`config.mk`:
```
export PLATFORM = sky130hd
export DESIGN_NAME = hazard_unit
export DESIGN_NICKNAME = d
export VERILOG_FILES = /design/src/rtl/hazard_unit.sv
export SDC_FILE = /design/constraint.sdc
export NUM_CORES = 1
export LEC_CHECK = 0
export ABC_AREA = 0
export ABC_CLOCK_PERIOD_IN_PS = 1460
export BUFFER_PORTS_ARGS = -buffer_cell sky130_fd_sc_hd__buf_2
export CORE_MARGIN = 10
export CORE_UTILIZATION = 38
export CTS_CLUSTER_DIAMETER = 120
export CTS_CLUSTER_SIZE = 16
export DETAILED_ROUTE_END_ITERATION = 8
export PLACE_DENSITY = 0.79
export SETUP_SLACK_MARGIN = 0.4
export SYNTH_ARGS = -nofsm -noshare
export SYNTH_HDL_FRONTEND = slang
export SYNTH_SLANG_ARGS = --single-unit
```
`constraint.sdc`:
```
create_clock -name clk -period 1.46 [get_ports clk]
set_clock_uncertainty 0.05 [all_clocks]
set_input_delay 0 -clock clk [delete_from_list [all_inputs] [get_ports clk]]
set_output_delay 0 -clock clk [all_outputs]
set_load 0.005 [all_outputs]
```
`src/rtl/hazard_unit.sv`:
```
// hazard_unit: load-use, branch-redirect, MDU-extend and memory-wait request vectors
// for the downstream bubble/control unit; stage order [4]=IF [3]=ID [2]=EX [1]=MEM [0]=WB.
module hazard_unit #(
  parameter int MDU_LAT = 4
) (
  input  logic       clk,
  input  logic       rst,
  input  logic [4:0] id_rs,
  input  logic [4:0] id_rt,
  input  logic       id_use_rs,
  input  logic       id_use_rt,
  input  logic       ex_valid,
  input  logic [4:0] ex_rd,
  input  logic       ex_mem_read,
  input  logic       ex_branch_taken,
  input  logic       ex_mdu_start,
  input  logic       mem_req,
  input  logic       mem_ready,
  output logic [4:0] stall,
  output logic [4:0] flush,
  output logic [4:0] extend,
  output logic       mdu_busy
);
  typedef enum logic {M_IDLE, M_WAIT} mem_state_e;
  typedef enum logic {D_IDLE, D_BUSY} mdu_state_e;
  mem_state_e mem_q, mem_d;
  mdu_state_e mdu_q, mdu_d;
  logic [3:0] cnt_q, cnt_d;
  logic       mem_stall, load_use, mdu_ext, br_flush;
  always_ff @(posedge clk or negedge rst) begin
    if (!rst) begin
      mem_q <= M_IDLE;
      mdu_q <= D_IDLE;
      cnt_q <= '0;
    end else begin
      mem_q <= mem_d;
      mdu_q <= mdu_d;
      cnt_q <= cnt_d;
    end
  end
  // A wait in either state ends on ready or on the request being withdrawn.
  always_comb begin
    mem_stall = mem_req & !mem_ready;
    mem_d     = mem_stall ? M_WAIT : M_IDLE;
  end
  always_comb begin
    mdu_d   = mdu_q;
    cnt_d   = cnt_q;
    mdu_ext = 1'b0;
    if (mdu_q == D_IDLE) begin
      if (ex_valid & ex_mdu_start) begin
        mdu_ext = 1'b1;
        cnt_d   = 4'(MDU_LAT - 2);
        mdu_d   = D_BUSY;
      end
    end else if (cnt_q != 4'd0) begin
      mdu_ext = 1'b1;
      cnt_d   = cnt_q - 4'd1;
    end else if (!mem_stall) begin
      mdu_d = D_IDLE;
    end
  end
  always_comb begin
    load_use = ex_valid & ex_mem_read & (ex_rd != 5'd0) &
               ((id_use_rs & (id_rs == ex_rd)) | (id_use_rt & (id_rt == ex_rd)));
    br_flush = ex_valid & ex_branch_taken & !mem_stall & !mdu_ext;
    stall    = rst ? {1'b0, load_use, 1'b0, mem_stall, 1'b0} : 5'd0;
    flush    = rst ? {1'b0, br_flush, 3'b000} : 5'd0;
    extend   = rst ? {2'b00, mdu_ext, 2'b00} : 5'd0;
    mdu_busy = rst & (mdu_q == D_BUSY);
  end
endmodule

```
* Word level (Yosys, flattened, before mapping)
Cells that the tools add are included.
W data, S select, Z words.
** Storage, ports and cells
- Output and inout port bits :: 16
- Word-level logic and storage cells :: 37
- Input port bits :: 25
- Bits in registers :: 5
** Cells by class
- Equality and inequality tests :: 3
- Reductions and logical operators :: 7
- Add/subtract/negate cells :: 1
- Bitwise logic cells :: 12
- Multiplexer cells :: 12
** Operator list (number)
- $mux W4 :: 5
- $and A1 B1 Y1 :: 11
- $eq A5 B5 Y1 :: 2
- $mux W1 :: 6
- $reduce_bool A5 Y1 :: 1
- $reduce_bool A4 Y1 :: 1
- $sub A4 B1 Y4 const B :: 1
- $logic_not A1 Y1 :: 3
- $mux W3 :: 1
- $ne A2 B1 Y1 const B :: 1
- $reduce_and A2 Y1 :: 1
- $reduce_bool A2 Y1 :: 1
- $or A1 B1 Y1 :: 1

* Depth between registers and ports, before layout
Gate-level depths: netlist (run 1).
- Depth in word-level cells :: 6
- Mapped depth :: 6
- Mapped depth without buffers :: 6

* Least setup slack after synthesis (run 1)
Ideal clock, no wire load.
- Path type :: reg2reg
- From :: register cnt_q[0]
- To :: register mdu_q
- Cell stages (with the launch flop) :: 7
- Buffers on the path :: 0
- Setup slack :: 0.114 ns
- Data arrival time :: 1.178 ns
- Period minus slack after synthesis :: 1.346 ns
- Library setup time :: 0.118 ns
- Required time :: 1.292 ns
- Cells stage by stage :: dfrtp_1 inv_1 ha_1 inv_1 o31ai_4 nand2_1 a21o_1
** Between the ends
- Word-level cells in the longest chain between the ends :: 3
** RTL lines
- start, declared :: RTL line 28 : logic [3:0] cnt_q, cnt_d;
- start signal, assigned :: RTL line 38 : cnt_q <= cnt_d;
- $reduce_bool A4 Y1 :: RTL line 56 : end else if (cnt_q != 4'd0) begin
- $mux W1 :: RTL line 56
- $mux W1 :: RTL line 50 : if (mdu_q == D_IDLE) begin
- named net mdu_d :: RTL line 27 : mdu_state_e mdu_q, mdu_d;
- end signal, assigned :: RTL line 37 : mdu_q <= mdu_d;
- end, declared :: RTL line 27
The timed path passes the listed nets, and every way through them passes these cells.
A chain may end at the register's enable or synchronous reset.

* Worst setup path in the final report (run 1)
- From :: register cnt_q[0]
- To :: output port flush[3]
** Between the ends
- Word-level cells in the longest chain between the ends :: 6
** RTL lines
- $reduce_bool A4 Y1 :: RTL line 56
- $mux W1 :: RTL line 56
- $mux W1 :: RTL line 50
- $logic_not A1 Y1 :: RTL line 66 : br_flush = ex_valid & ex_branch_taken & !mem_stall & !mdu_ext;
- $and A1 B1 Y1 :: RTL line 66
- $mux W4 :: RTL line 68 : flush = rst ? {1'b0, br_flush, 3'b000} : 5'd0;
- end, declared :: RTL line 20 : output logic [4:0] flush,
Every way passes these cells.

==> results of run 1 <==
cell type report:
type / instances / area, um^2
tap: 15 / 18.77
timing repair buffer: 38 / 231.5
fill: 123 / 508.0
sequential: 5 / 125.1
clock buffer: 4 / 26.28
multi-input combinational: 51 / 376.6
inverter: 4 / 15.01
final timing paths:
path                                           start                    to  slack (ps)  depth (start not counted)
worst min-delay path                       mem_ready       mdu_q$_DFF_PN0_          80                          3
worst min register to register  cnt_q[0]$_DFFE_PN0P_  cnt_q[0]$_DFFE_PN0P_         540                          2
min in group asynchronous                        rst  cnt_q[0]$_DFFE_PN0P_         170                          2
worst max-delay path            cnt_q[0]$_DFFE_PN0P_              flush[3]         -40                          7
max in group asynchronous                        rst  cnt_q[3]$_DFFE_PN0P_        1000                          2
worst max register to register  cnt_q[0]$_DFFE_PN0P_       mdu_q$_DFF_PN0_         -30                          8
timing repair:
| action | 4_1_cts | 5_1_grt |
|---|---|---|
| hold endpoints to repair | 5 | 0 |
| endpoints found under the setup margin | 8 | 9 |
| gates resized for setup | 17 | 1 |
| hold buffers | 1 | 0 |
| setup buffers | 6 | 1 |
| pin swaps | 5 | 1 |
power by group through the flow:
stage	Clock, uW	Sequential (uW)	Combinational (uW)
after floorplan	0	271	321
after global placement	0	282	428
after detailed placement	0	285	445
after CTS	160	288	688
after global routing	174	301	826
final	152	290	745
per-layer routing:
layer	up-vias	global-route usage (%)	wire (um)
met5	-	0	0
met4	0	3.691	0
met3	0	5.310	228
met2	25	17.98	921
met1	251	9.875	573
li1	273	-	-
logic make-up after synthesis:
group | count (synthesis) | share of synthesized area, %
and+or+nand+nor | 18 | 19.57
buffers and inverters | 15 | 18.62
xor gates and xnor gates | 11 | 18.38
AOI/OAI and AO/OA | 9 | 14.08
DFF | 5 | 23.87
adders and majority gates | 2 | 4.773
other | 1 | 0.7153
state kept, by name, indices dropped and copies added (netlist names):
signal,cells
cnt_q,4
mdu_q,1
cells in the final DEF (no fill, tap or decap), types with 3 or more instances in the layout:
master and instances:
and2_1 3, buf_2 27, buf_4 7, buf_6 3, clkbuf_4 3, conb_1 11
dfrtp_1 5, inv_2 3, nand3_1 3, xnor2_1 3, xor2_1 8
worst max-delay path, cell delays in order (launching register included):
cell and delay, ps:
dfrtp_1 380, inv_2 90, ha_4 130, inv_2 40, o31ai_4 190, nand2_2 110
nor3_2 140, buf_2 140
per-stage QoR:
step / TNS, ps / cells / area (um^2) / setup slack (ps) / utilization [%]
2_1_floorplan: 0 / 71 / 561.8 / 115.1 / -
3_3_place_gp: 0 / 105 / 650.6 / 112.8 / 50.00
3_5_place_dp: 0 / 105 / 650.6 / 78.15 / 50.00
4_1_cts: -103.8 / 116 / 780.7 / -36.08 / 60.00
5_1_grt: -497.8 / 117 / 793.3 / -132.4 / 60.96
6_report: -107.3 / 117 / 793.3 / -38.30 / 60.96
==> out/summary.md, run 1 <==
* **TritonCTS clock tree** done
* **Final Hold Viols** 0
* **global route overflow** 0
* **count of H-tree levels built during CTS** 1
* **type of origin of the critical path** register
* **Peak VDD IR** 0.0009959 V
* **main flop type after synthesis** dfrtp_1
* **Mapped Area** 524.3 um^2
* **overall power** 1186 uW
* **Period Utilization, post-route** 102.6%
* **Clock Sink Count** 5
* **post-DR vias/cell** 4.692
* **type of the tightest min-delay check** input port to register
* **post-synthesis to final-layout area growth** 51.31%
* **drt wl/cell** 14.73 um
* **floorplan core area** 1301 um^2
* **Detailed Route WL** 1723 um
* **total inserted antenna cells** 0
* **clock slew seen by the registers of the worst setup and hold paths** 40 ps
* **achievable frequency** 0.6674 GHz
* **largest net degree at the start of global routing** 7
* **CTS Buf Count** 3
* **worst hold slack across all endpoints** 81.52 ps
* **share of power burned in the clock network** 12.8%
* **sequential cell fraction of total power** 24.4%
* **number of flops mapped to enable cells by yosys** 0
* **ranking of synthesized cells by area** dfrtp_1 24%, buf_4 16%, xor2_1 13%
* **share of flip-flops with an asynchronous set or reset after synthesis** 100.0%
* **data arrival time at the worst-slack endpoint** 1450 ps
* **Die W** 57.15 um
* **commonest cells in the netlist** 11 x buf_4, 8 x xor2_1, 5 x dfrtp_1, 5 x nand3_1, 4 x inv_1
* **Final nets** 130
* **maximum count of clock buffers along a single path** 2
* **Syn Area/Cell** 8.594 um^2
* **clock tree root driver cell** clkbuf_4
* **starting density of the core** 40.29%
* **total number of vias** 549
* **antenna-violating nets left** 0
* **final period demand of the worst path** 1498 ps
* **number of remaining DRC errors** 0
* **CP max FO** 3
* **data required time of the critical path** 1410 ps
* **LEAKAGE** 0.0003992 uW
* **first-pass GRT wire length** 2787 um
* **maximum capacitance violations** 0
* **RSZ-0062 raised after global routing** yes
* **Skew-Pair Late Insertion Delay** 230 ps
* **internal portion of total power** 711.1 uW
* **I/O pin total** 41
* **Final setup viols** 4
* **detailed-routing iteration count for the pre-antenna-repair pass** 4
* **share of the synthesized area in the top cell type** 23.87%
* **Max Slew Vio Count** 0
* **power density over cell area** 1495 nW/um^2
* **count of port buffers added during placement** 29
* **part of the power in combinational logic** 62.8%
* **Psw** 474.9 uW
* **Total Die Area** 3266 um^2
* **library cell with the highest instance count after synthesis** buf_4
* **placed wire-length estimate after detailed placement** 1258 um
* **Die Y** 57.15 um
* **row cnt** 13
* **Syn. warnings** 0
* **status** finished, violations left
* **Critical Path End Type** output port
* **number of standard cells after synthesis** 61
* **number of antenna violations at the first check in global routing** 0
* **kind of critical path** register to output port
* **sequential area share after synthesis** 23.87%
* **count of different cell masters after synthesis** 25
* **share of post-route cells with drive strength above 1** 50.00%
* **Starting DRT DRC Count** 7
* **register bit total from synthesis** 5
* **violations in the final reports** setup timing
* **placer congestion estimate** 0.8052
* **setup slack of the critical path after layout** -38.30 ps
* **biggest area consumer among synthesized cells** dfrtp_1
* **fraction of power spent switching nets** 40.04%
* **number of global-route vias before repair** 622
* **global router's overall resource usage** 10.19%
No activity file was read; power rests on OpenSTA's default activity.
==> run 2: changes to the inputs <==
--- a/config.mk
+++ b/config.mk
@@ -14,6 +14,7 @@
 export CTS_CLUSTER_SIZE = 16
 export DETAILED_ROUTE_END_ITERATION = 8
 export PLACE_DENSITY = 0.79
+export RECOVER_POWER = 50
 export SETUP_SLACK_MARGIN = 0.4
 export SYNTH_ARGS = -nofsm -noshare
 export SYNTH_HDL_FRONTEND = slang
==> out/summary.md, run 2 (synthesis gave the netlist of run 1 again) <==
* **status** finished, violations left
* **violations in the final reports** setup timing
* **kind of critical path** register to output port
* **number of antenna violations at the first check in global routing** 0
* **most frequent CP cell** inv_2
* **filler cell count in the final layout** 124
* **data required time of the critical path** 1410 ps
* **Final setup viols** 4
* **Worst path max stage delay** 380 ps
* **worst hold slack across all endpoints** 81.52 ps
* **multi-input combinational cell area** 376.6 um^2
* **Critical Path End Type** output port
* **count of H-tree levels built during CTS** 1
* **register with the most flip-flops** cnt_q
* **final sum of negative setup slack** -107.3 ps
* **number of global-route vias before repair** 622
* **Clock Sink Count** 5
* **Starting DRT DRC Count** 7
* **most frequent standard cell in the layout excluding fill and tap cells** buf_2
* **Period Utilization, post-route** 102.6%
* **post-DR vias/cell** 4.675
* **number of remaining DRC errors** 0
* **first-pass GRT wire length** 2787 um
* **cell family with most CP delay** flip-flops
* **slowest cell on the critical path** dfrtp_1
* **register cell area after layout** 125.1 um^2
* **Peak VDD IR** 0.0009980 V
* **CTS Buf Count** 3
* **floorplan core area** 1301 um^2
* **row cnt** 13
* **sequential cell fraction of total power** 24.4%
* **maximum count of clock buffers along a single path** 2
* **Final nets** 130
* **drt wl/cell** 14.76 um
* **part of the power in combinational logic** 62.8%
* **CP max FO** 3
* **share of post-route cells with drive strength above 1** 49.02%
* **Skew-Pair Late Insertion Delay** 230 ps
* **Die W** 57.15 um
* **total number of vias** 547
* **overall power** 1186 uW
* **global router's overall resource usage** 10.19%
* **final cell utilization of the core** 60.87%
* **Psw** 474.9 uW
* **critical path buffer and inverter count** 3
* **clock slew seen by the registers of the worst setup and hold paths** 40 ps
* **power density over cell area** 1497 nW/um^2
* **clock tree root driver cell** clkbuf_4
* **data arrival time at the worst-slack endpoint** 1450 ps
* **detailed-routing iteration count for the pre-antenna-repair pass** 4
* **global route overflow** 0
* **type of the tightest min-delay check** input port to register
* **commonest cells after routing, fill and taps aside** 26 x buf_2, 11 x conb_1, 8 x xor2_1
* **total inserted antenna cells** 0
* **internal portion of total power** 710.7 uW
* **type of origin of the critical path** register
* **final period demand of the worst path** 1498 ps
* **Max Slew Vio Count** 0
* **cells traversed along the worst timing path** inv_2 > ha_4 > inv_2 > o31ai_4 > nand2_2 > nor3_2 > buf_2
* **starting density of the core** 40.29%
* **placer congestion estimate** 0.8052
* **LEAKAGE** 0.0003964 uW
* **largest net degree at the start of global routing** 7
* **fraction of power spent switching nets** 40.06%
* **I/O pin total** 41
* **Detailed Route WL** 1727 um
* **worst slack at placement** 78.15 ps
* **TritonCTS clock tree** done
* **Total Die Area** 3266 um^2
* **max FFs per register** 4
* **count of port buffers added during placement** 29
* **maximum capacitance violations** 0
* **share of power burned in the clock network** 12.8%
* **Die Y** 57.15 um
* **post-synthesis to final-layout area growth** 51.07%
* **RSZ-0062 raised after global routing** yes
* **setup slack of the critical path after layout** -38.33 ps
* **Final Hold Viols** 0
* **antenna-violating nets left** 0
* **achievable frequency** 0.6674 GHz
* **placed wire-length estimate after detailed placement** 1258 um
* **largest registers in the final layout** cnt_q x4, mdu_q x1
## run 2: cell type report
cell class / instances / share of cell area (%)
multi-input cells: 51 / 47.55
repair buffers: 38 / 29.07
flip-flops and latches: 5 / 15.80
clock buffers: 4 / 3.318
well taps: 15 / 2.370
inverters: 4 / 1.896
## run 2: worst register-to-register path, stage by stage (launching register included)
cell and delay (ps):
dfrtp_1 380, inv_2 90, ha_4 130, inv_2 40, o31ai_4 190, nand2_2 110, buf_4 140, buf_4 120
a21o_1 140
## run 2: through the flow
stage	area, um^2	cells
floorplan	561.8	71
CTS	780.7	116
global placement	650.6	105
finish	792.0	117
global route	792.0	117
detailed placement	650.6	105
## run 2: path summary, 6_finish.rpt
kind	start	end	slack (ps)	depth (start not counted)
min reg2reg	cnt_q[0]$_DFFE_PN0P_	cnt_q[0]$_DFFE_PN0P_	540	2
max reg2reg	cnt_q[0]$_DFFE_PN0P_	mdu_q$_DFF_PN0_	-30	8
min	mem_ready	mdu_q$_DFF_PN0_	80	3
max	cnt_q[0]$_DFFE_PN0P_	flush[3]	-40	7
max in group asynchronous	rst	cnt_q[3]$_DFFE_PN0P_	900	2
min in group asynchronous	rst	cnt_q[0]$_DFFE_PN0P_	270	2
## run 2: repair_timing
item,4_1_cts,5_1_grt
hold endpoints to repair,5,0
pin swaps,5,1
hold buffers,1,0
setup buffers,6,1
gates resized for setup,17,1
endpoints found under the setup margin,8,9
## run 2: routing by layer
layer  GRT usage, %  part of all wire, %
met1          9.875                   34
met2          17.98                   53
met3          5.310                   13
met4          3.691                    0
met5              0                    0
## run 2: power by group through the flow
stage | combinational (uW) | sequential, uW | clock, uW
finish | 744 | 290 | 152
global route | 826 | 301 | 174
CTS | 688 | 288 | 160
detailed placement | 445 | 285 | 0
global placement | 428 | 282 | 0
floorplan | 321 | 271 | 0
==> run 3: changes to the inputs <==
--- a/config.mk
+++ b/config.mk
@@ -6,7 +6,7 @@
 export NUM_CORES = 1
 export LEC_CHECK = 0
 export ABC_AREA = 0
-export ABC_CLOCK_PERIOD_IN_PS = 1460
+export ABC_CLOCK_PERIOD_IN_PS = 1480
 export BUFFER_PORTS_ARGS = -buffer_cell sky130_fd_sc_hd__buf_2
 export CORE_MARGIN = 10
 export CORE_UTILIZATION = 38
==> constraint.sdc (replaced) <==
create_clock -name clk -period 1.48 [get_ports clk]
set_clock_uncertainty 0.05 [all_clocks]
set_input_delay 0 -clock clk [delete_from_list [all_inputs] [get_ports clk]]
set_output_delay 0 -clock clk [all_outputs]
set_load 0.005 [all_outputs]
==> out/summary.md, run 3 (synthesis gave the netlist of run 1 again) <==
* **antenna-violating nets left** 0
* **global route overflow** 0
* **internal portion of total power** 697.7 uW
* **largest net degree at the start of global routing** 7
* **Placed Instance Area** 650.6 um^2
* **TritonCTS clock tree** done
* **Final Hold Viols** 0
* **final cell utilization of the core** 59.90%
* **share of power burned in the clock network** 12.8%
* **Endpoint, Worst Hold** mdu_q$_DFF_PN0_
* **detailed-routing iteration count for the pre-antenna-repair pass** 4
* **achievable frequency** 0.6674 GHz
* **max FFs per register** 4
* **Max Slew Vio Count** 0
* **floorplan core area** 1301 um^2
* **placed wire-length estimate after detailed placement** 1258 um
* **filler cell count in the final layout** 126
* **status** finished, violations left
* **Psw** 468.5 uW
* **Period Utilization, post-route** 101.2%
* **beginning of the worst hold path** mem_ready
* **Final nets** 130
* **most frequent standard cell in the layout excluding fill and tap cells** buf_2
* **number of antenna violations at the first check in global routing** 0
* **count of port buffers added during placement** 29
* **violations in the final reports** setup timing
* **maximum capacitance violations** 0
* **post-synthesis to final-layout area growth** 48.69%
* **count of H-tree levels built during CTS** 1
* **RSZ-0062 raised after global routing** yes
* **end of the worst register-to-register path** mdu_q$_DFF_PN0_
* **drt wl/cell** 14.70 um
* **Die W** 57.15 um
* **multi-input combinational cell area** 376.6 um^2
* **CP max FO** 3
* **non-filler instance count after layout** 117
* **Peak VDD IR** 0.0009845 V
* **data arrival time at the worst-slack endpoint** 1450 ps
* **Detailed Route WL** 1720 um
* **Non-Filler Cell Area, Final** 779.5 um^2
* **total inserted antenna cells** 0
* **Final setup viols** 3
* **number of remaining DRC errors** 0
* **starting density of the core** 40.29%
* **LEAKAGE** 0.0003922 uW
* **placer congestion estimate** 0.8052
* **fraction of power spent switching nets** 40.17%
* **register cell area after layout** 125.1 um^2
* **share of post-route cells with drive strength above 1** 49.02%
* **reg2reg start** cnt_q[0]$_DFFE_PN0P_
* **Skew-Pair Late Insertion Delay** 230 ps
* **CTS Buf Count** 3
* **instance count after placement with tap cells included** 105
* **global router's overall resource usage** 10.19%
* **total number of vias** 542
* **cell depth of the worst flop-to-flop path** 8
* **row cnt** 13
* **number of global-route vias before repair** 622
* **I/O pin total** 41
* **type of origin of the critical path** register
* **Starting DRT DRC Count** 7
* **clock slew seen by the registers of the worst setup and hold paths** 40 ps
* **kind of critical path** register to output port
* **Total Die Area** 3266 um^2
* **type of the tightest min-delay check** input port to register
* **part of the power in combinational logic** 62.7%
* **sequential cell fraction of total power** 24.5%
* **setup slack of the critical path after layout** -18.33 ps
* **Clock Sink Count** 5
* **Critical Path End Type** output port
* **data required time of the critical path** 1430 ps
* **first-pass GRT wire length** 2787 um
* **largest registers in the final layout** cnt_q x4, mdu_q x1
* **Die Y** 57.15 um
* **Hold Path Cell Cnt** 3
* **maximum count of clock buffers along a single path** 2
* **worst-case register-to-register setup slack** -10 ps
* **power density over cell area** 1496 nW/um^2
* **final period demand of the worst path** 1498 ps
* **clock tree root driver cell** clkbuf_4
* **commonest cells after routing, fill and taps aside** 28 x buf_2, 11 x conb_1, 8 x xor2_1
* **post-DR vias/cell** 4.632
* **register with the most flip-flops** cnt_q
* **final sum of negative setup slack** -33.93 ps
## run 3: worst max-delay path by stage
stage | from | end | depth (start not counted)
2_1_floorplan | cnt_q[0]$_DFFE_PN0P_ | mdu_q$_DFF_PN0_ | 6
5_1_grt | cnt_q[0]$_DFFE_PN0P_ | flush[3] | 7
3_5_place_dp | cnt_q[0]$_DFFE_PN0P_ | cnt_q[1]$_DFFE_PN0P_ | 7
3_3_place_gp | cnt_q[0]$_DFFE_PN0P_ | cnt_q[1]$_DFFE_PN0P_ | 7
6_report | cnt_q[0]$_DFFE_PN0P_ | flush[3] | 7
4_1_cts | cnt_q[0]$_DFFE_PN0P_ | mdu_q$_DFF_PN0_ | 8
## run 3: layout make-up
cell class | count | share of cell area, %
sequential | 5 | 16.05
inverter | 4 | 1.926
multi-input combinational | 51 | 48.31
tap | 15 | 2.408
timing repair buffer | 38 | 27.93
clock buffer | 4 | 3.371
## run 3: worst max-delay path, stage by stage, from the launching register on
cell	delay, ps
dfrtp_1	380
inv_2	90
ha_4	130
inv_2	40
o31ai_4	190
nand2_2	110
nor3_2	140
buf_2	140
## run 3: layer usage
layer / share of wire (%) / up-vias / wire [um] / track usage (%)
met5: 0 / - / 0 / 0
met4: 0 / 0 / 0 / 3.691
met3: 13 / 0 / 228 / 5.310
met2: 53 / 25 / 912 / 17.98
met1: 34 / 245 / 579 / 9.875
li1: - / 272 / - / -
## run 3: timing repair
action	in CTS	in global routing
hold buffers	1	0
setup buffers	6	1
setup endpoints to repair	7	8
resized for setup	13	1
hold endpoints to repair	5	0
pin swaps	3	1
## run 3: power by group through the flow
stage | Sequential [uW] | Combinational, uW | Clock, uW
final | 286 | 731 | 150
after global routing | 297 | 811 | 172
after CTS | 284 | 675 | 157
after detailed placement | 281 | 439 | 0
after global placement | 278 | 422 | 0
after floorplan | 267 | 317 | 0
## run 3: through the flow
stage	setup slack, ps	total power, uW	hold WS [ps]
5_1_grt	-112.8	1280	116.0
2_1_floorplan	135.1	584.3	-345.6
3_5_place_dp	98.15	720.0	-201.7
3_3_place_gp	132.8	700.4	-203.6
4_1_cts	-16.08	1116	48.89
6_report	-18.33	1166	81.52
